<file path="src/rtl/rv_pkg.sv">
// rtl/rv_pkg.sv - shared integer register file constants and index type
//
// Purpose : default data width, register count, register-index typedef and
//           the hardwired-zero register index used by regfile_mp and its
//           scoreboard.
// Ports   : none (package)
package rv_pkg;

   localparam int XLEN = 32;
   localparam int NREG = 32;
   localparam int AW   = $clog2(NREG);

   typedef logic [AW-1:0] reg_idx_t;

   localparam reg_idx_t ZERO_REG = '0;

endpackage

</file>
<file path="src/rtl/regfile_scoreboard.sv">
// rtl/regfile_scoreboard.sv - per-register busy scoreboard for in-flight producers
//
// Purpose : one busy bit per architectural register. Set by alloc (issue of a
//           long-latency op), cleared by the retiring write, all cleared by
//           flush. Register 0 is never busy.
// Ports   : i_clk        clock
//           i_rst_n      async active-low reset
//           i_wr_en      per-port write enables (retiring producers)
//           i_wr_addr    packed write indices, port j at [j*AW +: AW]
//           i_alloc_en   mark i_alloc_addr busy
//           i_alloc_addr register to mark busy
//           i_flush      clear every busy bit
//           o_busy_vec   registered busy vector, bit k = register k
module regfile_scoreboard
   import rv_pkg::*;
#(
   parameter int NREG   = rv_pkg::NREG,
   parameter int AW     = $clog2(NREG),
   parameter int NUM_WR = 1
) (
   input  logic                 i_clk,
   input  logic                 i_rst_n,
   input  logic [NUM_WR-1:0]    i_wr_en,
   input  logic [NUM_WR*AW-1:0] i_wr_addr,
   input  logic                 i_alloc_en,
   input  logic [AW-1:0]        i_alloc_addr,
   input  logic                 i_flush,
   output logic [NREG-1:0]      o_busy_vec
);

   logic [NREG-1:0] r_busy;
   logic [NREG-1:0] w_busy_next;

   // Applied lowest priority first so later statements override: retiring
   // writes clear, then a new alloc re-sets (it supersedes a same-cycle
   // retire), then flush wipes everything including that alloc.
   always_comb begin
      w_busy_next = r_busy;
      for (int j = 0; j < NUM_WR; j++) begin
         if (i_wr_en[j] && (i_wr_addr[j*AW +: AW] != AW'(ZERO_REG))) begin
            w_busy_next[i_wr_addr[j*AW +: AW]] = 1'b0;
         end
      end
      if (i_alloc_en && (i_alloc_addr != AW'(ZERO_REG))) begin
         w_busy_next[i_alloc_addr] = 1'b1;
      end
      if (i_flush) begin
         w_busy_next = '0;
      end
      w_busy_next[0] = 1'b0;
   end

   always_ff @(posedge i_clk or negedge i_rst_n) begin
      if (!i_rst_n) begin
         r_busy <= '0;
      end else begin
         r_busy <= w_busy_next;
      end
   end

   assign o_busy_vec = r_busy;

endmodule

</file>
<file path="src/rtl/regfile_mp.sv">
// rtl/regfile_mp.sv - multi-port integer register file with bypass and busy scoreboard
//
// Purpose : NUM_RD combinational read ports, NUM_WR write ports (higher port
//           wins on collision), optional same-cycle write-to-read bypass,
//           hardwired-zero register 0 and a per-register busy scoreboard.
// Ports   : i_clk        clock
//           i_rst_n      async active-low reset (clears storage and busy)
//           i_rd_addr    packed read indices, port i at [i*AW +: AW]
//           o_rd_data    packed read data, port i at [i*XLEN +: XLEN]
//           o_rd_busy    read register has an outstanding producer
//           i_wr_en      write enables
//           i_wr_addr    packed write indices
//           i_wr_data    packed write data
//           i_alloc_en   mark i_alloc_addr busy
//           i_alloc_addr register to mark busy
//           i_flush      clear all busy bits
//           o_busy_vec   full scoreboard
module regfile_mp
   import rv_pkg::*;
#(
   parameter int XLEN   = rv_pkg::XLEN,
   parameter int NREG   = rv_pkg::NREG,
   parameter int AW     = $clog2(NREG),
   parameter int NUM_RD = 2,
   parameter int NUM_WR = 1,
   parameter int BYPASS = 1
) (
   input  logic                   i_clk,
   input  logic                   i_rst_n,
   input  logic [NUM_RD*AW-1:0]   i_rd_addr,
   output logic [NUM_RD*XLEN-1:0] o_rd_data,
   output logic [NUM_RD-1:0]      o_rd_busy,
   input  logic [NUM_WR-1:0]      i_wr_en,
   input  logic [NUM_WR*AW-1:0]   i_wr_addr,
   input  logic [NUM_WR*XLEN-1:0] i_wr_data,
   input  logic                   i_alloc_en,
   input  logic [AW-1:0]          i_alloc_addr,
   input  logic                   i_flush,
   output logic [NREG-1:0]        o_busy_vec
);

   logic [XLEN-1:0] r_regs [NREG];
   logic [NREG-1:0] w_busy_vec;

   // Storage. Ports are visited in ascending order so the last non-blocking
   // assignment, from the highest matching port, wins a collision.
   always_ff @(posedge i_clk or negedge i_rst_n) begin
      if (!i_rst_n) begin
         for (int k = 0; k < NREG; k++) begin
            r_regs[k] <= '0;
         end
      end else begin
         for (int j = 0; j < NUM_WR; j++) begin
            if (i_wr_en[j] && (i_wr_addr[j*AW +: AW] != AW'(ZERO_REG))) begin
               r_regs[i_wr_addr[j*AW +: AW]] <= i_wr_data[j*XLEN +: XLEN];
            end
         end
      end
   end

   regfile_scoreboard #(
      .NREG   (NREG),
      .AW     (AW),
      .NUM_WR (NUM_WR)
   ) u_scoreboard (
      .i_clk        (i_clk),
      .i_rst_n      (i_rst_n),
      .i_wr_en      (i_wr_en),
      .i_wr_addr    (i_wr_addr),
      .i_alloc_en   (i_alloc_en),
      .i_alloc_addr (i_alloc_addr),
      .i_flush      (i_flush),
      .o_busy_vec   (w_busy_vec)
   );

   assign o_busy_vec = w_busy_vec;

   for (genvar i = 0; i < NUM_RD; i++) begin : g_rd
      logic [AW-1:0]   w_addr;
      logic [XLEN-1:0] w_data;
      logic            w_hit;

      assign w_addr = i_rd_addr[i*AW +: AW];

      // w_hit marks a same-cycle write to this index being forwarded; a
      // forwarded result also masks the busy bit so its consumer need not stall.
      always_comb begin
         w_data = r_regs[w_addr];
         w_hit  = 1'b0;
         if (BYPASS != 0) begin
            for (int j = 0; j < NUM_WR; j++) begin
               if (i_wr_en[j] && (i_wr_addr[j*AW +: AW] == w_addr)) begin
                  w_data = i_wr_data[j*XLEN +: XLEN];
                  w_hit  = 1'b1;
               end
            end
         end
         if (w_addr == AW'(ZERO_REG)) begin
            w_data = '0;
            w_hit  = 1'b0;
         end
      end

      assign o_rd_data[i*XLEN +: XLEN] = w_data;
      assign o_rd_busy[i] = w_busy_vec[w_addr] & ~w_hit & (w_addr != AW'(ZERO_REG));
   end

endmodule

</file>
<file path="config.mk">
export PLATFORM = sky130hd
export DESIGN_NAME = regfile_mp
export DESIGN_NICKNAME = d
export VERILOG_FILES = /design/src/rtl/rv_pkg.sv /design/src/rtl/regfile_scoreboard.sv /design/src/rtl/regfile_mp.sv
export SDC_FILE = /design/constraint.sdc
export NUM_CORES = 2
export LEC_CHECK = 0
export BUFFER_PORTS_ARGS = -buffer_cell sky130_fd_sc_hd__buf_2
export CORE_ASPECT_RATIO = 1.75
export CORE_MARGIN = 4
export CORE_UTILIZATION = 65
export CTS_BUF_LIST = sky130_fd_sc_hd__clkbuf_4
export CTS_CLUSTER_SIZE = 10
export DETAILED_ROUTE_END_ITERATION = 16
export PLACE_DENSITY = 0.94
export SLEW_MARGIN = 15
export SYNTH_ARGS = -nofsm -noshare
export SYNTH_HDL_FRONTEND = slang
export SYNTH_SLANG_ARGS = --single-unit
</file>
<file path="constraint.sdc">
create_clock -name i_clk -period 2.2 [get_ports i_clk]
set_input_delay 0.22 -clock i_clk [delete_from_list [all_inputs] [get_ports i_clk]]
set_output_delay 0.22 -clock i_clk [all_outputs]
set_load 0.005 [all_outputs]
</file>
==> summary.txt, run 1 <==
Status
  – Failing step: 5_1_grt
  – Status: aborted with a tool error
  – Err: [ERROR GRT-0116] Global routing finished with congestion. Check the congestion regions in the DRC Viewer.

Synth
  – Top cells by area, synth: dfrtp_1, mux2_2, mux4_2, mux2i_1, clkbuf_1
  – Post-synth net total: 4,090
  – Commonest cells post-synth: dfrtp_1, mux2_2, mux4_2, clkbuf_1, mux2i_1
  – Synth top area share: 46.1%
  – Seq/Total Area, Yosys: a little under half
  – Post-Synthesis Cells: slightly above 4,000
  – Post-synth top area cell: dfrtp_1
  – EDFF count, synth: 0
  – YS warnings: 0
  – Count leader, synth: dfrtp_1
  – Most common flop cell mapped by yosys: dfrtp_1
  – Mapped Area: between 0.05 and 0.06 mm²
  – Syn avg cell area: approximately 14 µm²
  – Yosys cell types: 67
  – Register bit total from synthesis: 1,055
  – Post-synth ARST share: 100%

Floorplan
  – Initial Utilization: about two thirds
  – Number of top-level pins: 155
  – Chip Width: 232 µm
  – Chip height: between 400 and 500 µm
  – Row cnt: roughly 140

Global routing
  – Global Route Usage Sum: 56.9%
  – Vias in the first global route: 56,400
  – Overflow after GRT: 3
  – Pin count of the biggest net entering global routing: 77
  – Global-route wire length before repair: between 300 and 400 mm

Place
  – DPL Wire Length: 138 mm
  – Port-buffer cells: 153
  – GPL Wtd Cong: slightly below 1

Clocking
  – CTS Buf Count: 234
  – Clock Path Buffers: 3
  – H-tree Lvls: 4
  – CTS root buf: clkbuf_4
  – CTS sink count: 1,055
-- per-stage QoR --
| step | worst slack (ns) | area [µm²] | hold slack (ns) | std cells | setup TNS, ns |
|---|---|---|---|---|---|
| detailed placement | -0.532 | 62700 | 0.198 | 5400 | -21.53 |
| floorplan | 0.132 | 57200 | -0.0756 | 4033 | 0 |
| CTS | -1.32 | 68000 | 0.000700 | 5915 | -67.70 |
| global placement | -0.447 | 62700 | 0.197 | 5400 | -18.83 |
-- what timing repair did --
action,CTS
gates resized for setup,338
endpoints found under the setup margin,71
buffers inserted,59
endpoints found under the hold margin,2078
hold buffers,69
pin swaps,188
-- cell families after synthesis --
family | after synthesis | share of synthesized area [%]
compound gates | 457 | 5.70
xor+xnor | 10 | 0.153
buf+inv | 466 | 4.09
flops | 1055 | 46.1
mux | 1659 | 40.6
other cells | 1 | 0.00655
simple gates | 385 | 3.36
-- metal layers --
layer	global-route usage, %	GRT overflow
met1	56.5	0
met2	74.0	1
met3	39.5	0
met4	56.6	2
met5	16.5	0
==> run 2, diff against run 1 <==
- CORE_ASPECT_RATIO: 1.75 -> default
- CORE_UTILIZATION: 65 -> 40
- CTS_BUF_LIST: sky130_fd_sc_hd__clkbuf_4 -> default
- CTS_CLUSTER_SIZE: 10 -> default
- PLACE_DENSITY: 0.94 -> default
- PLACE_DENSITY_LB_ADDON: default -> 0.15
==> run 2 against run 1 <==
  * Synthesized cell count did not move
  * Synthesized area did not move
  * The flow now finishes, with violations (negative setup slack)
==> summary.txt, run 2 <==
Place
  – Port-buffer cells: 153 (unchanged)
  – Cells after DPL: 6,234 (+15%)
  – DPL Wire Length: 144 mm (+4.6%)
  – Worst slack, placed: -0.783 ns (-0.250 ns)
  – GPL Wtd Cong: 0.843 (-14%)

Route
  – Final wirelength: 213 mm
  – Antenna-violating nets left: 0
  – Vias: ~40,000
  – Post-DR wirelength/cell: 32.5 µm
  – Starting DRC count in detailed routing: 3,366
  – DR pass1 iterations: 5
  – Drc violations: 0
  – Via density: just over 6

STA
  – RSZ-0062 raised after global routing: yes
  – Setup Skew: 0 ns
  – Setup violators final: 66
  – Slew Viols, Final: 0
  – Period Utilization, post-route: 136%
  – Worst slew pin tran: 0.955 ns
  – Worst Slack Setup Final: -0.791 ns
  – Sum of negative setup slack: -27.36 ns
  – Min Tclk post-route: 2.99 ns
  – Worst Hold Slack: 0.0545 ns
  – Final hold viol count: 0
  – F_max: roughly 0.33 GHz
  – Slew margin rel.: 36.1%

Worst setup path
  – R2r worst-path depth: 4
  – R2r endpoint: u_scoreboard.o_busy_vec[30]
  – Crit path kind: flip-flop to output port
  – Reg2reg start: u_scoreboard.o_busy_vec[30]
  – Crit path required time: 1.98 ns
  – CP max stage delay: approximately 0.48 ns
  – CP Launch Type: flip-flop
  – CP Capture Type: output port
  – Data arrival time of the worst path: 2.77 ns
  – Reg2reg setup slack: ~0.53 ns
  – CP Cell Sequence: mux4_2 -> a22o_1 -> a221oi_4 -> nor3_2 -> a221o_1 -> buf_2
  – Worst-path maximum fanout: 3
  – CP max-delay cell: mux4_2

Power and ir drop
  – P_leak: 31.4 nW
  – VDD IR max: approximately 0.84 mV
  – Logic pwr share: 22.4%
  – Sequential Power Share: 42.5%
  – Pwr Density: 843 mW/mm²
  – Cell Int Power: 0.0435 W
  – Clock Power Share: 35.1%
  – Switching power: approximately 0.017 W
  – Sw Ratio: between 20% and 30%

Finish
  – Register bank with the most flops: r_regs
  – Nets@finish: 4,597
  – Post-Layout Cell Count: 6,533
  – Fillcell total: around 12,000
  – Layout cells sized above 1: about 59%
  – Synthesis-to-layout area growth: 24.9%
  – Most frequent cells in the layout: dfrtp_1, mux2_2, buf_4
  – Largest register FFs: slightly above 1,000
  – Commonest non-fill, non-tap cell in the layout: dfrtp_1

Clocking
  – CTS tree: done
  – Clock Path Buffers: 3 (unchanged)
  – Clock transition at the registers of the reported paths: 0.07 ns
  – CTS Buf Count: 120 (-49%)
  – CTS root buf: clkbuf_16
  – Worst skew pair latency: 0.75 ns
  – H-tree Lvls: 3 (-1)
  – CTS sink count: 1,055 (unchanged)

Hold path
  – Hold Crit Class: primary input to flip-flop
  – Hold Crit Start: i_wr_data[17]
  – Hold Path Sink: r_regs[881]
  – Hold depth: 2

Synth
  – Seq/Total Area, Yosys: 46.1% (unchanged)
  – Commonest cells post-synth: dfrtp_1, mux2_2, mux4_2, clkbuf_1, mux2i_1
  – YS warnings: 0 (unchanged)
  – Synth top area share: 46.1% (unchanged)
  – EDFF count, synth: 0 (unchanged)
  – Post-synth ARST share: 100% (unchanged)
  – Post-synth net total: 4,090 (unchanged)
  – Most common flop cell mapped by yosys: dfrtp_1
  – Post-Synthesis Cells: 4,033 (unchanged)
  – Mapped Area: 0.0572 mm² (unchanged)
  – Register bit total from synthesis: 1,055 (unchanged)
  – Top cells by area, synth: dfrtp_1, mux2_2, mux4_2, mux2i_1, clkbuf_1
  – Syn avg cell area: 14.2 µm² (unchanged)
  – Yosys cell types: 67 (unchanged)
  – Count leader, synth: dfrtp_1
  – Post-synth top area cell: dfrtp_1

Floorplan
  – Chip Width: 386 µm (+66%)
  – Full die area: 0.149 mm²
  – Row cnt: 138 (-3.5%)
  – Placeable Area: 0.142 mm²
  – Number of top-level pins: 155 (unchanged)
  – Initial Utilization: 40.3% (-25 points)
  – Chip height: 386 µm (-3.6%)

Global routing
  – Overflow after GRT: 0
  – Pin count of the biggest net entering global routing: 116
  – Vias in the first global route: 41,500
  – Global-route wire length before repair: 307 mm
  – Initial antenna violation count: 4
  – Global Route Usage Sum: roughly 28%

Status
  – Violated checks: negative setup slack
  – Status: finished with violations

Run
  – Max-capacitance violation count: 0
-- run 2: cell counts after synthesis --
Identical to the previous run, type by type.
-- run 2: cells by family after synthesis --
kind of cell | Yosys count | synth area share, %
mux | 1659 | 40.6
flops | 1055 | 46.1
buf+inv | 466 | 4.09
compound gates | 457 | 5.70
simple gates | 385 | 3.36
xor+xnor | 10 | 0.153
other cells | 1 | 0.00655
-- run 2: worst max-delay path, delay by kind of cell (launching register included) --
kind                   cells  cell delay, ns
muxes                      1            0.48
and+or+nand+nor            1            0.09
buffers and inverters      1            0.17
DFF                        1            0.39
AOI/OAI and AO/OA          3            0.89
-- run 2: through the flow --
stage / cell area, µm² / power, W / utilization, %
6_report: 71500 / 0.0603 / 50.4
2_1_floorplan: 57200 / 0.0335 / -
4_1_cts: 71000 / 0.0603 / 50.0
3_5_place_dp: 65100 / 0.0383 / 45.9
5_1_grt: 71500 / 0.0628 / 50.4
3_3_place_gp: 65100 / 0.0380 / 45.9
-- run 2: layout make-up --
type | instances | area [µm²] | area share [%]
multi-input combinational | 2512 | 30200 | 42.2
sequential | 1055 | 26400 | 36.9
timing repair buffer | 843 | 8360 | 11.7
clock buffer | 185 | 3670 | 5.13
tap | 1890 | 2360 | 3.31
clock inverter | 37 | 504 | 0.705
inverter | 8 | 32.5 | 0.0455
antenna | 3 | 7.51 | 0.0105
-- run 2: per-layer routing --
metal	global-route usage (%)	vias up	wire length, µm
li1	-	16700	-
met1	40.0	22000	92000
met2	45.4	1395	99800
met3	4.74	368	13100
met4	8.83	2	7600
met5	0	-	13
-- run 2: power by group through the flow --
stage,Sequential [W],Clock (W),Combinational [W]
after floorplan,0.0249,0,0.00857
after global placement,0.0257,0,0.0123
after detailed placement,0.0258,0,0.0124
after CTS,0.0255,0.0215,0.0133
after global routing,0.0260,0.0224,0.0144
final,0.0256,0.0212,0.0135
-- run 2: what timing repair did --
action / in CTS / in global routing
endpoints found under the hold margin: 1221 / 0
setup endpoints to repair: 66 / 68
resized for setup: 286 / 77
pin swaps: 156 / 71
setup buffers: 40 / 16
cloned: 1 / 0
hold buffers: 37 / 0
-- run 2: worst max path at each step --
stage,from,slack (ns),end
2_1_floorplan,i_rd_addr[1],0.13,o_rd_data[10]
3_3_place_gp,i_rd_addr[4],-0.80,o_rd_data[12]
3_5_place_dp,i_rd_addr[4],-0.78,o_rd_data[12]
4_1_cts,r_regs[278],-0.84,o_rd_data[22]
5_1_grt,r_regs[278],-0.88,o_rd_data[22]
6_report,r_regs[278],-0.79,o_rd_data[22]
(Power assumes the default switching activity.)
